### src/rtl/regfile_wb_arbiter.sv
// regfile_wb_arbiter: shares the register-file write port between the
// in-order ALU/commit path (A) and the long-latency load/mul path (B).
//
// Ports:
//   clock, reset      : rising-edge clock, async active-low reset
//   a_valid/addr/data : requester A write request; a_ready = accepted
//   b_valid/addr/data : requester B write request; b_ready = accepted
//   reg_wr/waddr/wdata: registered write port to the register file
//   q_addr            : decode-stage forwarding query address
//   q_pending/q_data  : staged write hits q_addr / staged data
//   starve_cnt        : cycles B has waited while A was granted
module regfile_wb_arbiter #(
   parameter int DATA_W     = 32,
   parameter int ADDR_W     = 5,
   parameter int STARVE_MAX = 3,
   localparam int CW        = $clog2(STARVE_MAX + 1)
) (
   input  logic              clock,
   input  logic              reset,
   input  logic              a_valid,
   input  logic [ADDR_W-1:0] a_addr,
   input  logic [DATA_W-1:0] a_data,
   output logic              a_ready,
   input  logic              b_valid,
   input  logic [ADDR_W-1:0] b_addr,
   input  logic [DATA_W-1:0] b_data,
   output logic              b_ready,
   output logic              reg_wr,
   output logic [ADDR_W-1:0] waddr,
   output logic [DATA_W-1:0] wdata,
   input  logic [ADDR_W-1:0] q_addr,
   output logic              q_pending,
   output logic [DATA_W-1:0] q_data,
   output logic [CW-1:0]     starve_cnt
);

   localparam logic [CW-1:0] CNT_MAX = CW'(STARVE_MAX);

   logic              wr_q, wr_d;
   logic [ADDR_W-1:0] waddr_q, waddr_d;
   logic [DATA_W-1:0] wdata_q, wdata_d;
   logic [CW-1:0]     cnt_q, cnt_d;

   logic              force_b;
   logic              gnt_a, gnt_b;
   logic [ADDR_W-1:0] acc_addr;
   logic [DATA_W-1:0] acc_data;

   // B overrides A once it has waited STARVE_MAX cycles
   assign force_b = b_valid && (cnt_q == CNT_MAX);
   assign gnt_a   = a_valid && !force_b;
   assign gnt_b   = b_valid && !gnt_a;

   assign a_ready = gnt_a;
   assign b_ready = gnt_b;

   assign acc_addr = gnt_a ? a_addr : b_addr;
   assign acc_data = gnt_a ? a_data : b_data;

   always_comb begin
      cnt_d   = '0;
      wr_d    = 1'b0;
      waddr_d = waddr_q;
      wdata_d = wdata_q;
      if (b_valid && gnt_a) begin
         cnt_d = (cnt_q == CNT_MAX) ? cnt_q : cnt_q + 1'b1;
      end
      // x0 writes are consumed but never reach the register file
      if ((gnt_a || gnt_b) && (acc_addr != '0)) begin
         wr_d    = 1'b1;
         waddr_d = acc_addr;
         wdata_d = acc_data;
      end
   end

   always_ff @(posedge clock or negedge reset) begin
      if (!reset) begin
         wr_q    <= 1'b0;
         waddr_q <= '0;
         wdata_q <= '0;
         cnt_q   <= '0;
      end else begin
         wr_q    <= wr_d;
         waddr_q <= waddr_d;
         wdata_q <= wdata_d;
         cnt_q   <= cnt_d;
      end
   end

   assign reg_wr     = wr_q;
   assign waddr      = waddr_q;
   assign wdata      = wdata_q;
   assign starve_cnt = cnt_q;

   assign q_pending = wr_q && (waddr_q == q_addr) && (q_addr != '0);
   assign q_data    = wdata_q;

endmodule

### config.mk
export PLATFORM = sky130hd
export DESIGN_NAME = regfile_wb_arbiter
export DESIGN_NICKNAME = d
export VERILOG_FILES = /design/src/rtl/regfile_wb_arbiter.sv
export SDC_FILE = /design/constraint.sdc
export NUM_CORES = 1
export LEC_CHECK = 0
export ABC_AREA = 1
export CAP_MARGIN = 5
export CELL_PAD_IN_SITES_DETAIL_PLACEMENT = 0
export CELL_PAD_IN_SITES_GLOBAL_PLACEMENT = 2
export CORE_MARGIN = 5
export CORE_UTILIZATION = 19
export DETAILED_ROUTE_END_ITERATION = 6
export PLACE_DENSITY = 0.89
export SLEW_MARGIN = 20
export SYNTH_ARGS = -nofsm -noshare
export SYNTH_HDL_FRONTEND = slang
export SYNTH_SLANG_ARGS = --single-unit
### constraint.sdc
create_clock -name clock -period 2.15 [get_ports clock]
set_input_delay 0.3225 -clock clock [delete_from_list [all_inputs] [get_ports clock]]
set_output_delay 0.3225 -clock clock [all_outputs]
set_load 0.02 [all_outputs]
# Word level (Yosys, flattened, before mapping)
# Index checks and enable logic that the tools add are counted.
# W data, S select, Z words.
word_totals:
  elab_cells: 25
  ff_bits: 40
  mem_bits_rw: 0
  romBits: 0
  latch_bits: 0
  n_memories: 0
  input_bits: 83
op_classes:
  n_eq_ne: 3
  n_mul: 0
  bitwise: 0
  n_div: 0
  addsub: 1
  n_lt_le_gt_ge: 0
  n_mux: 5
  n_reduce_logical: 12
  shifts: 0
ops:
  columns: ["operator", "n"]
  rows:
  - ["$mux W32", 1]
  - ["$reduce_bool A5 Y1", 2]
  - ["$logic_and A1 B1 Y1", 7]
  - ["$eq A5 B5 Y1", 1]
  - ["$mux W5", 1]
  - ["$mux W2", 2]
  - ["$add A2 B1 Y2 const B", 1]
  - ["$eq A2 B2 Y1 const B", 1]
  - ["$logic_not A1 Y1", 2]
  - ["$ne A2 B2 Y1 const B", 1]
  - ["$logic_or A1 B1 Y1", 1]
  - ["$mux W1", 1]

# Logic depth before layout (Yosys ltp)
# Gate-level depths: netlist (run 1).
logic_depth:
  word_depth: 9
  mapped_depth: 12

# Worst setup path after synthesis (run 1)
# Ideal clock, no wire load.
synth_timing:
  path_type: "flip-flop to output port"
  start: "register cnt_q[0], in the netlist starve_cnt[0]"
  end: "output port b_ready"
  stages_incl_launch_ff: 8
  required_time_ns: 1.827
  arrival_ns: 1.653
  n_path_buf: 2
  setup_slack_ns: 0.174
  cell_sequence: "dfrtp_1 ha_1 nand2_2 nand2_2 buf_6 clkinv_1 buf_2 nor2_1"
synth_between:
  elab_chain_len: 6
synth_rtl:
  columns: ["item", "line_no", "text"]
  rows:
  - ["start: declaration", "42", "logic [CW-1:0] cnt_q, cnt_d;"]
  - ["start signal: assignment", "86", "cnt_q <= cnt_d;"]
  - ["$eq A2 B2 Y1", "50", "assign force_b = b_valid && (cnt_q == CNT_MAX);"]
  - ["$logic_and A1 B1 Y1", "50", null]
  - ["$logic_not A1 Y1", "51", "assign gnt_a = a_valid && !force_b;"]
  - ["$logic_and A1 B1 Y1", "51", null]
  - ["net a_ready", "23", "output logic a_ready,"]
  - ["$logic_not A1 Y1", "52", "assign gnt_b = b_valid && !gnt_a;"]
  - ["$logic_and A1 B1 Y1", "52", null]
  - ["end: declaration", "27", "output logic b_ready,"]
# The timed path passes the listed nets, and every way through them passes these cells.

# Worst setup path after layout (run 1)
layout_timing:
  start: "register cnt_q[0], in the netlist starve_cnt[0]"
  end: "output port a_ready"
layout_between:
  elab_chain_len: 4
layout_rtl:
  columns: ["item", "line_no"]
  rows:
  - ["$eq A2 B2 Y1", "50"]
  - ["$logic_and A1 B1 Y1", "50"]
  - ["$logic_not A1 Y1", "51"]
  - ["$logic_and A1 B1 Y1", "51"]
  - ["end: declaration", "23"]
# Every way passes these cells.

==> results.md, run 1 <==
- Worst path cell trace: ha_1, nand2_2, nand2_2, clkinv_1, clkdlybuf4s50_1
- Yosys reg bits: 40
- Total number of vias: 2,616
- Final min period: 2.06 ns
- DR DRC count: 0
- Starting Density: 19.2%
- GPL Wtd Cong: 0.834
- Num rows: 43
- First-pass GRT wire length: 14.2 mm
- Relative slew slack: 55.6%
- Die area: 16,300 µm²
- Die width: 128 µm
- Layout area overhead: 64.3%
- Antenna viol nets, final: 0
- Clk sink count: 40
- Synthesized cell area: 2630 µm²
- Depth of the CTS H-tree: 2
- Root buf cell: clkbuf_16
- DR iter-0 viols: 117
- Crit-path slowest cell: clkdlybuf4s50_1
- DR WL/cell: 13.4 µm
- I/O pin cnt: 158
- Outcome: finished clean
- Design area: 4320 µm²
- Antenna violations before repair: 0
- Worst Skew: 0.00481 ns
- Launching element type of the critical path: flip-flop
- Max VDD drop: 0.000297 V
- Worst Tran Pin Value: 0.666 ns
- Largest net degree at the start of global routing: 42
- Vias in the first global route: 2,766
- Die Ht: 128 µm
- Final hold vios: 0
- CP Data Arrival Time: 1.74 ns
- Req. time, crit path: 1.83 ns
- Cell variety after synth: 28
- Post-CTS Hold Buffers: 0
- Seq/Total Area, Yosys: 38.0%
- Total CTS buffers: 5
- Syn nets: 434
- IO Port Bufs: 157
- # diodes: 0
- Share of cells above drive strength 1: 10.9%
- Worst-skew pair later-pin latency: 0.28 ns
- Final-stage net count: 558
- Max Fanout on Critical Path: 3
- Setup TNS: 0 ns
- Via density: 3.99
- MaxCap Viol Count: 0
- Final setup margin: 0.0881 ns
- Crit path kind: flip-flop to output pin
- Dominant cell type by count on the critical path: nand2_2
- Gr usage total: 10.7%
- R2r setup slk: 0.25 ns
- 1st-pass router iterations: 4
- Leading area contributor after synthesis: dfrtp_1
- Area fraction of the dominant cell type after synthesis: 38.0%
- Cells after Synth: 350
- DP Worst Slack: -0.259 ns
- CP peak stage delay: 0.60 ns
- Cell Count, Final, Fillers Out: 655
- TritonCTS clock tree: built
- Worst Hold Slack: 0.0746 ns
- # setup viols final: 0
- Ranking of synthesized cells by area: dfrtp_1 38%, nand2_1 20%, nand3_1 13%, buf_4 10%, nand3_2 3.8%
- Crit end category: output pin
- Reg clk slew, reported paths: 0.06 ns
- Final HPWL DP: 7.06 mm
- Pwr per Cell Area: 625 nW/µm²
- Clock buffer depth: 2
- RSZ-0062 raised after global routing: false
- Inst Count DP: 647
- Syn. warnings: 0
- Tcrit/Tclk final: 95.9%
- Fmax: 485 MHz
- Mean Syn Cell Area: 7.52 µm²
- Area post-placement: 4190 µm²
- Hold Crit Class: primary input to async pin
- Max Transition Viols Final: 0
- Core area: 13,700 µm²
- Total gr overflow: 0
- P_leak: 0.00200 µW
- Routed Wire Length: 8.78 mm
## power breakdown
group	leakage [µW]	total (µW)	switching (µW)	internal, µW
Clock	0.0000736	727	300	428
Sequential	0.000493	926	83.9	842
Combinational	0.00144	1050	516	533
## state kept, by name, indices dropped and copies added (netlist names)
register	flops
q_data	32
starve_cnt	2
waddr	5
reg_wr	1
## critical path: cells and delay by family (launching register included)
family / cells / cell delay, ns
buffers and inverters: 2 / 0.67
and+or+nand+nor: 2 / 0.16
DFF: 1 / 0.40
adders and majority gates: 1 / 0.23
## per-stage QoR
step	util [%]	total power, µW
final	31.5	2700
after CTS	31.5	2760
after global placement	30.5	2000
after detailed placement	30.5	2010
after global routing	31.5	2860
after floorplan	-	1520
## Yosys cell counts
| cell | instances |
|---|---|
| nand3_4 | 1 |
| nand3_2 | 10 |
| nand2_1 | 143 |
| buf_1 | 1 |
| buf_2 | 5 |
| clkbuf_1 | 5 |
| buf_6 | 4 |
| o21ai_4 | 1 |
| o21ai_0 | 2 |
| clkinv_1 | 1 |
| nor2_1 | 2 |
| buf_12 | 2 |
| buf_4 | 36 |
| dfrtp_1 | 40 |
| nor3_1 | 2 |
| a21oi_1 | 2 |
| inv_1 | 6 |
| buf_8 | 1 |
| nand4_1 | 1 |
| nand2_2 | 11 |
| nand3_1 | 66 |
| inv_2 | 1 |
| ha_1 | 1 |
| xnor2_1 | 1 |
| nand2_4 | 1 |
| nor2_4 | 2 |
| or2_2 | 1 |
| nor3b_1 | 1 |
## placed cells by master, fill, tap and decap left out
cell             count
a21oi_1              2
buf_12               6
buf_2                1
buf_4                8
clkbuf_16            5
clkbuf_2             1
clkdlybuf4s50_1    154
clkinv_1             1
clkinv_2             2
clkinv_4             1
dfrtp_1             40
dlygate4sd2_1        1
ha_1                 1
inv_1                6
inv_2                1
nand2_1            143
nand2_2             11
nand2_4              1
nand3_1             66
nand3_2             10
nand3_4              1
nand4_1              1
nor2_1               2
nor2_4               2
nor3_1               2
nor3b_1              1
o21ai_0              2
o21ai_4              1
or2_2                1
xnor2_1              1
## timing repair
| item | 4_1_cts | 5_1_grt |
|---|---|---|
| endpoints found under the setup margin | 2 | 1 |
| gates resized for setup | 2 | 3 |
| buffers inserted | 0 | 0 |
## metal layers
| layer | up-vias | global-route usage, % | part of all wire [%] |
|---|---|---|---|
| li1 | 1331 | - | - |
| met1 | 1187 | 13.1 | 41 |
| met2 | 96 | 19.8 | 53 |
| met3 | 2 | 1.79 | 5.9 |
| met4 | 0 | 2.06 | 0.59 |
| met5 | - | 0 | 0 |
## kinds of logic after synthesis
family | share of synthesized area [%]
fa+ha+maj | 0.475
flops | 38.0
simple gates | 42.7
compound gates | 1.38
buf+inv | 17.0
xor+xnor | 0.333
## path summary, 6_finish.rpt
| kind | start | to | cells past startpoint |
|---|---|---|---|
| min in group clock | starve_cnt[0] | starve_cnt[0] | 1 |
| max in group asynchronous | reset | waddr[3] | 2 |
| hold / removal | reset | q_data[26] | 1 |
| hold reg to reg | starve_cnt[0] | starve_cnt[0] | 1 |
| setup reg to reg | starve_cnt[0] | q_data[21] | 12 |
| setup / recovery | starve_cnt[0] | a_ready | 5 |
## area by class of cell
| cell class | instances | area, µm² |
|---|---|---|
| clock buffers | 5 | 125 |
| clock inverters | 3 | 18.8 |
| fillers | 1481 | 9400 |
| inverters | 8 | 30.0 |
| multi-input cells | 248 | 1180 |
| flip-flops and latches | 40 | 1000 |
| well taps | 180 | 225 |
| repair buffers | 171 | 1740 |
Power figures use the tool's default switching activity.
==> run 2, diff against run 1 <==
- ABC_AREA: 1 -> default
- CORE_UTILIZATION: 19 -> 21
==> run 2 against run 1 <==
Against the previous run: via count down 30%; clock skew down 0.00068 ns; sequential cell count unchanged; wire length down 19%; synthesized cell count down 49%; fmax up 0.53%; first-iteration DRC count down 82%.
==> results.md, run 2 <==
- Outcome: finished clean (unchanged)
- Final setup margin: 0.0989 ns (was 0.0881 ns)
- Die Ht: 117 µm (was 128 µm)
- Post-CTS Hold Buffers: 0 (unchanged)
- Cell Count, Final, Fillers Out: 459 (was 655)
- Depth of the CTS H-tree: 2 (unchanged)
- Antenna viol nets, final: 0 (unchanged)
- Fmax: 488 MHz (was 485 MHz)
- First-pass GRT wire length: 10.7 mm (was 14.2 mm)
- Synthesized cell area: 2400 µm² (was 2630 µm²)
- Gr usage total: 9.99% (was 10.7%)
- Inst Count DP: 450 (was 647)
- Power Total: 2940 µW (was 2700 µW)
- Util after Layout: 36.9% (was 31.5%)
- Launching element type of the critical path: flip-flop (unchanged)
- Largest net degree at the start of global routing: 41 (was 42)
- Leading post-synthesis cells by instance count: 42 x mux2_2, 40 x dfrtp_1, 32 x buf_4 (was 143 x nand2_1, 66 x nand3_1, 40 x dfrtp_1)
- P_leak: 0.00174 µW (was 0.00200 µW)
- Seq/Total Area, Yosys: 41.8% (was 38.0%)
- Starting Density: 21.2% (was 19.2%)
- Routed Wire Length: 7.09 mm (was 8.78 mm)
- Crit-path slowest cell: clkdlybuf4s50_1 (unchanged)
- IO Port Bufs: 157 (unchanged)
- # setup viols final: 0 (unchanged)
- Ys flop type: dfrtp_1 (unchanged)
- TritonCTS clock tree: built (unchanged)
- Syn. warnings: 0 (unchanged)
- Tcrit/Tclk final: 95.4% (was 95.9%)
- Final HPWL DP: 5.65 mm (was 7.06 mm)
- Mean Syn Cell Area: 13.4 µm² (was 7.52 µm²)
- DR WL/cell: 15.4 µm (was 13.4 µm)
- Total CTS buffers: 5 (unchanged)
- I/O pin cnt: 158 (unchanged)
- Leading area contributor after synthesis: dfrtp_1 (unchanged)
- MaxCap Viol Count: 0 (unchanged)
- Worst path cell trace: ha_1, a21boi_4, clkdlybuf4s50_1 (was ha_1, nand2_2, nand2_2, clkinv_1, clkdlybuf4s50_1)
- Worst Skew: 0.00413 ns (was 0.00481 ns)
- Reg clk slew, reported paths: 0.06 ns (about the same)
- Syn nets: 263 (was 434)
- Clock buffer depth: 2 (unchanged)
- Die width: 117 µm (was 128 µm)
- Worst-skew pair later-pin latency: 0.28 ns (about the same)
- Crit end category: output pin (unchanged)
- Final-stage net count: 399 (was 558)
- Crit path kind: flip-flop to output pin (unchanged)
- Cell variety after synth: 25 (was 28)
- Yosys reg bits: 40 (unchanged)
- Root buf cell: clkbuf_16 (unchanged)
- Pwr per Cell Area: 704 nW/µm² (was 625 nW/µm²)
- Final hold vios: 0 (unchanged)
- Antenna violations before repair: 0 (unchanged)
- Worst Tran Pin Value: 0.260 ns (was 0.666 ns)
- Most frequent cells in the layout: 154 x clkdlybuf4s50_1, 42 x mux2_2, 40 x dfrtp_1 (was 154 x clkdlybuf4s50_1, 143 x nand2_1, 66 x nand3_1)
- Design area: 4180 µm² (was 4320 µm²)
- Total number of vias: 1,840 (was 2,616)
- Delay-heaviest family, CP: buffers and inverters (unchanged)
- Hold Crit Class: primary input to async pin (unchanged)
- Number of flip-flops in the largest register: 32 (unchanged)
- CP Data Arrival Time: 1.73 ns (was 1.74 ns)
- Total gr overflow: 0 (unchanged)
- Post-synth EDFFs: 0 (unchanged)
- Layout area overhead: 74.3% (was 64.3%)
- Area fraction of the dominant cell type after synthesis: 41.8% (was 38.0%)
- DP Worst Slack: -0.0916 ns (was -0.259 ns)
- Final min period: 2.05 ns (was 2.06 ns)
- Area post-placement: 3990 µm² (was 4190 µm²)
- DR iter-0 viols: 21 (was 117)
- Num rows: 39 (was 43)
- Req. time, crit path: 1.83 ns (about the same)
- Most common cell in the netlist: mux2_2 (was nand2_1)
- Max Fanout on Critical Path: 4 (was 3)
- Via density: 4.01 (was 3.99)
- Relative slew slack: 82.6% (was 55.6%)
- GPL Wtd Cong: 0.695 (was 0.834)
- Commonest non-fill, non-tap cell in the layout: clkdlybuf4s50_1 (unchanged)
- Max Transition Viols Final: 0 (unchanged)
- Core area: 11,300 µm² (was 13,700 µm²)
- Cells after Synth: 179 (was 350)
- Vias in the first global route: 2,089 (was 2,766)
- Max VDD drop: 0.000283 V (was 0.000297 V)
- Ranking of synthesized cells by area: dfrtp_1 42%, mux2_2 20%, mux2_4 18%, buf_4 10%, xnor2_1 1.5% (was dfrtp_1 38%, nand2_1 20%, nand3_1 13%, buf_4 10%, nand3_2 3.8%)
- Ys async rst share: 100% (unchanged)
- CP peak stage delay: 0.63 ns (was 0.60 ns)
- 1st-pass router iterations: 4 (unchanged)
- Share of cells above drive strength 1: 30.7% (was 10.9%)
- Die area: 13,600 µm² (was 16,300 µm²)
- RSZ-0062 raised after global routing: false (unchanged)
- Worst Path Buf+Inv: 1 (was 2)
- DR DRC count: 0 (unchanged)
- Clk sink count: 40 (unchanged)
- # diodes: 0 (unchanged)
run 2: cells by family (layout without fill, tap and decap cells):
group / Yosys count / count (layout) / synth area share [%]
AND/OR/NAND/NOR: 14 / 14 / 3.29
multiplexers: 70 / 70 / 37.3
XOR/XNOR: 4 / 4 / 1.46
buffers and inverters: 41 / 178 / 12.6
adder cells (fa/ha/maj): 1 / 1 / 0.522
flip-flops: 40 / 40 / 41.8
AO/OA/AOI/OAI: 9 / 9 / 3.08
run 2: per-layer routing:
metal	track usage [%]	vias up	wire length, µm
li1	-	875	-
met1	11.4	892	2640
met2	18.5	71	3860
met3	2.67	2	530
met4	2.52	0	55
met5	0	-	0
run 2: final timing paths:
kind,end,cells after the start,slack (ns),start
max in group asynchronous,q_data[22],2,1.94,reset
worst min-delay path,q_data[7],2,0.007,reset
worst max register to register,waddr[3],6,0.19,starve_cnt[0]
min in group clock,starve_cnt[0],1,0.46,starve_cnt[0]
worst min register to register,starve_cnt[0],1,0.46,starve_cnt[0]
worst max-delay path,a_ready,3,0.1,starve_cnt[0]
run 2: repair_timing:
item | in CTS | in global routing
buffers inserted | 1 | 0
endpoints found under the setup margin | 3 | 0
gates resized for setup | 2 | 0
run 2: where the power goes:
part / switching, µW / total (µW) / internal (µW)
combinational: 450 / 1090 / 644
sequential: 87.8 / 939 / 851
clock: 294 / 905 / 611
total: 831 / 2940 / 2110
run 2: area by class of cell:
class                           instances  area, µm²
Clock buffer                            7        153
Sequential cell                        40       1000
Multi-Input combinational cell         98       1100
Timing Repair Buffer                  169       1700
Tap cell                              143        179
Fill cell                            1136       7150
Inverter                                1       3.75
Clock inverter                          1       30.0
run 2: metrics by stage:
| stage | hold WS, ns | TNS, ns |
|---|---|---|
| floorplan | 0.0269 | 0 |
| global placement | 0.319 | -0.255 |
| detailed placement | 0.315 | -1.06 |
| CTS | 0.0157 | 0 |
| global route | 0.0179 | 0 |
| finish | 0.00653 | 0 |
